### src/rtl/hazard_scoreboard.sv
// Register-hazard scoreboard: per-register pending-write counters gate issue on
// RAW hazards, in-flight capacity and per-register counter saturation.
module hazard_scoreboard #(
   parameter int CNT_W        = 2,
   parameter int MAX_INFLIGHT = 4
) (
   input  logic       clk,
   input  logic       rst,
   input  logic       issue_valid,
   input  logic [4:0] issue_rs1,
   input  logic [4:0] issue_rs2,
   input  logic       issue_use_rs1,
   input  logic       issue_use_rs2,
   input  logic [4:0] issue_rd,
   input  logic       issue_reg_write,
   input  logic       wb_valid,
   input  logic [4:0] wb_rd,
   input  logic       flush,
   output logic       stall,
   output logic       issue_fire,
   output logic [2:0] inflight,
   output logic       err
);

   localparam logic [2:0]       MAX_CNT = 3'(MAX_INFLIGHT);
   localparam logic [CNT_W-1:0] SAT_CNT = '1;

   logic [CNT_W-1:0] r_pend [0:31];
   logic [2:0]       r_inflight;
   logic             r_err;

   logic [CNT_W-1:0] w_pendRs1;
   logic [CNT_W-1:0] w_pendRs2;
   logic [CNT_W-1:0] w_pendRd;
   logic [CNT_W-1:0] w_pendWb;
   logic             w_rdTracked;
   logic             w_raw;
   logic             w_full;
   logic             w_sat;
   logic             w_stall;
   logic             w_fire;
   logic             w_issInc;
   logic             w_wbDec;
   logic             w_wbOrphan;

   // Register 0 is forced to read as not pending regardless of array contents.
   always_comb begin
      w_pendRs1   = (issue_rs1 != 5'd0) ? r_pend[issue_rs1] : '0;
      w_pendRs2   = (issue_rs2 != 5'd0) ? r_pend[issue_rs2] : '0;
      w_pendRd    = (issue_rd  != 5'd0) ? r_pend[issue_rd]  : '0;
      w_pendWb    = (wb_rd     != 5'd0) ? r_pend[wb_rd]     : '0;
      w_rdTracked = issue_reg_write && (issue_rd != 5'd0);
      w_raw       = (issue_use_rs1 && (w_pendRs1 != '0)) ||
                    (issue_use_rs2 && (w_pendRs2 != '0));
      w_full      = w_rdTracked && (r_inflight == MAX_CNT);
      w_sat       = w_rdTracked && (w_pendRd == SAT_CNT);
      w_stall     = issue_valid && (w_raw || w_full || w_sat);
      w_fire      = issue_valid && !w_stall;
      w_issInc    = w_fire && w_rdTracked && !flush;
      w_wbDec     = wb_valid && (wb_rd != 5'd0) && (w_pendWb != '0);
      w_wbOrphan  = wb_valid && (wb_rd != 5'd0) && (w_pendWb == '0);
   end

   // Matching issue and write-back on the same register cancel each other out.
   always_ff @(posedge clk) begin
      if (rst || flush) begin
         for (int r = 0; r < 32; r++) begin
            r_pend[r] <= '0;
         end
         r_inflight <= 3'd0;
      end else begin
         r_pend[0] <= '0;
         for (int r = 1; r < 32; r++) begin
            if (w_issInc && (issue_rd == 5'(r)) && !(w_wbDec && (wb_rd == 5'(r)))) begin
               r_pend[r] <= r_pend[r] + 1'b1;
            end else if (w_wbDec && (wb_rd == 5'(r)) && !(w_issInc && (issue_rd == 5'(r)))) begin
               r_pend[r] <= r_pend[r] - 1'b1;
            end
         end
         if (w_issInc && !w_wbDec) begin
            r_inflight <= r_inflight + 3'd1;
         end else if (w_wbDec && !w_issInc) begin
            r_inflight <= r_inflight - 3'd1;
         end
      end
   end

   // Error flag survives flush; only reset clears it.
   always_ff @(posedge clk) begin
      if (rst) begin
         r_err <= 1'b0;
      end else if (w_wbOrphan) begin
         r_err <= 1'b1;
      end
   end

   assign stall      = w_stall;
   assign issue_fire = w_fire;
   assign inflight   = r_inflight;
   assign err        = r_err;

endmodule

### config.mk
export PLATFORM = sky130hd
export DESIGN_NAME = hazard_scoreboard
export DESIGN_NICKNAME = d
export VERILOG_FILES = /design/src/rtl/hazard_scoreboard.sv
export SDC_FILE = /design/constraint.sdc
export NUM_CORES = 1
export LEC_CHECK = 0
export ABC_AREA = 1
export ABC_CLOCK_PERIOD_IN_PS = 6600
export CELL_PAD_IN_SITES_DETAIL_PLACEMENT = 1
export CELL_PAD_IN_SITES_GLOBAL_PLACEMENT = 2
export CORE_MARGIN = 2
export CORE_UTILIZATION = 35
export DETAILED_ROUTE_END_ITERATION = 16
export PLACE_DENSITY = 0.92
export SETUP_SLACK_MARGIN = 0.4
export SKIP_CTS_REPAIR_TIMING = 1
export SYNTH_ARGS = -nofsm -noshare
export SYNTH_HDL_FRONTEND = slang
export SYNTH_SLANG_ARGS = --single-unit
### constraint.sdc
create_clock -name clk -period 6.6 [get_ports clk]
set_input_delay 1.32 -clock clk [delete_from_list [all_inputs] [get_ports clk]]
set_output_delay 1.32 -clock clk [all_outputs]
set_load 0.05 [all_outputs]
==> metrics.txt <==
status complete, no violations; Reg clk slew, reported paths 0.06 ns; height of the die about 140 um; Num CTS Buffers 9; Final Non-Filler Cells 1270; final hold violations 0; setup tns final 0 ns; Setup violations, final 0; multi-input logic area 3555 um2; worst setup path class in -> out; port bufs 33; Root Buffer clkbuf_16; nets@finish ~1100; RePlAce Congestion approximately 0.94; worst-case clock skew 0.005443 ns; FF-to-FF Start r_pend[12][0]; antenna fix cells 0; Synth cell types 34; Placement Rows between 40 and 50; yosys warns 0; layout cell share with drive strength beyond 1 approximately 3.4%; clock tree from TritonCTS built; Worst-Skew Late Latency about 0.35 ns; Async SR Flop Fraction 0%; Core Footprint ~17000 um2; fin. max-slew vios 0; Highest Clock Rate approximately 190 MHz; I/O pins 34; Sink Count between 60 and 70; Post-synth EDFFs 62; Core Util, Final 40.17%; HPWL Detailed 17.92 mm; H-tree depth 3; Detail Route Antenna Nets 0; total iterations of the first detailed-routing run 5; Slew headroom a little over a third; Area Overhead vs Synth 13.08%; register area share after synthesis roughly a third; Final period util between 80% and 90%; Avg Vias per Cell roughly 5.2; first-pass GRT wire length roughly 36 mm; residual DRC count 0; reg-to-reg slack, setup just under 3 ns; Synth Flop Type edfxtp_1; Avg WL per Cell 18.00 um; reported leakage power around 3.2 nW; #FFs+latches synth 66; Synth Cell Area about 6100 um2; Crit. Startpoint issue_rd[0]; Syn Inst Count around 1000; pin count of the biggest net entering global routing 50; vias 6652; crit path launch type input pin; CP endpoint kind output port; initial DRC count a little over 400; Critical Path AT 4.01 ns; Die ar. about 19000 um2; dpl cells between 1000 and 1500; Filler cells ~2400; Tot GR Track Use 26.05%; Die W about 140 um; initial antenna violation count 0; hold crit path type reg -> reg; max-cap viol count 0; RSZ-0062 raised after global routing no; CP max FO 20; pwr/cell area around 200 nW/um2; starting density of the core around 36%; Hold Startpoint inflight[2]; Syn Nets around 1100; vias in the first global route between 6000 and 7000; total grt overflow 0; Min Clock Period, post-route ~5.3 ns; Clock Tree Buf Depth 2; peak supply drop between 100 and 150 uV; Worst EP required ~5.3 ns; mean post-synth cell area ~6.0 um2; slew at the pin closest to its max-slew limit slightly below 1 ns; total wire length 22.86 mm; Reg area between 1500 and 2000 um2
[cell usage after synthesis, drive strengths merged (7+ instances only)]
| library cell | instances | area share [%] |
|---|---|---|
| buf | 21 | 2.3 |
| a21oi | 49 | 4.0 |
| inv | 115 | 7.1 |
| o21ai | 32 | 2.6 |
| nand2 | 384 | 24 |
| nand4 | 9 | 1.2 |
| nor2 | 198 | 13 |
| nor3 | 10 | 0.82 |
| nand3b | 13 | 1.6 |
| clkbuf | 11 | 0.68 |
| xor2 | 17 | 2.4 |
| nand3 | 77 | 6.4 |
| edfxtp | 62 | 31 |
| o22ai | 7 | 0.72 |
[logic make-up (layout without fill, tap and decap cells)]
group	after synthesis	in the layout	synth area share, %
XOR/XNOR	17	17	2.440
AO/OA/AOI/OAI	92	92	7.853
flip-flops	66	66	31.82
buffers and inverters	147	170	10.05
AND/OR/NAND/NOR	694	694	46.65
adder cells (fa/ha/maj)	2	2	0.5331
multiplexers	4	4	0.6562
[metal layers]
| layer | GRT usage [%] | wire (um) |
|---|---|---|
| met5 | 0 | 0 |
| met4 | 8.681 | 546 |
| met3 | 4.735 | 1563 |
| met2 | 39.36 | 9918 |
| met1 | 37.32 | 10830 |
[worst max-delay path: stages]
cell and delay (ns):
clkdlybuf4s50_1 0.67, buf_4 0.34, nor2_1 0.37, nand2_1 0.09, nand3_1 0.11, nand2_1 0.05, nand2_1 0.07, inv_1 0.04
nand2_1 0.05, nand3_1 0.09, nand3_1 0.12, nand2_1 0.11, a21boi_0 0.37, buf_12 0.19
[power breakdown]
| part | leakage (nW) | switching [W] | total (W) | internal, W |
|---|---|---|---|---|
| clock | 0.135 | 0.000204 | 0.000495 | 0.000291 |
| combinational | 2.36 | 0.000229 | 0.000335 | 0.000106 |
| sequential | 0.716 | 0.0000479 | 0.000547 | 0.000499 |
[layout make-up]
class / instances / share of cell area, %
clock inverter: 7 / 1.015
multi-input combinational: 809 / 51.51
inverter: 115 / 6.256
timing repair buffer: 39 / 5.730
tap: 225 / 4.080
clock buffer: 9 / 3.264
sequential: 66 / 28.14
[state kept, by name (all words and copies together) (netlist names)]
register and flops:
r_pend 62, inflight 3, err 1
[cells in the final DEF (no fill, tap or decap), types with 2 or more instances in the layout]
cell	instances
nand2_1	383
nor2_1	192
inv_1	113
nand3_1	76
edfxtp_1	62
a21oi_1	49
o21ai_0	31
clkdlybuf4s50_1	31
xor2_1	17
nand3b_1	13
nor3_1	10
clkbuf_16	9
nand4_1	8
o22ai_1	7
buf_4	6
mux2i_1	4
dfxtp_1	4
nor2_2	3
clkinvlp_4	3
or2_2	2
o211ai_1	2
inv_2	2
nor2_4	2
buf_12	2
[through the flow]
| step | hold slack (ns) | power [W] | worst slack (ns) | instance area, um2 |
|---|---|---|---|---|
| after floorplan | 0.5653 | 0.0007538 | 1.786 | 6102 |
| after global placement | 0.4700 | 0.0008789 | 1.341 | 6605 |
| after detailed placement | 0.4788 | 0.0008848 | 1.266 | 6605 |
| after CTS | 0.4898 | 0.001386 | 1.264 | 6900 |
| after global routing | 0.5485 | 0.001448 | 0.9636 | 6900 |
| final | 0.4868 | 0.001377 | 1.273 | 6900 |
[worst paths after layout]
path / end / depth (start not counted)
max: stall / 14
min: inflight[2] / 2
max reg2reg: r_pend[13][1] / 15
min reg2reg: inflight[2] / 2
Power figures use the tool's default switching activity.
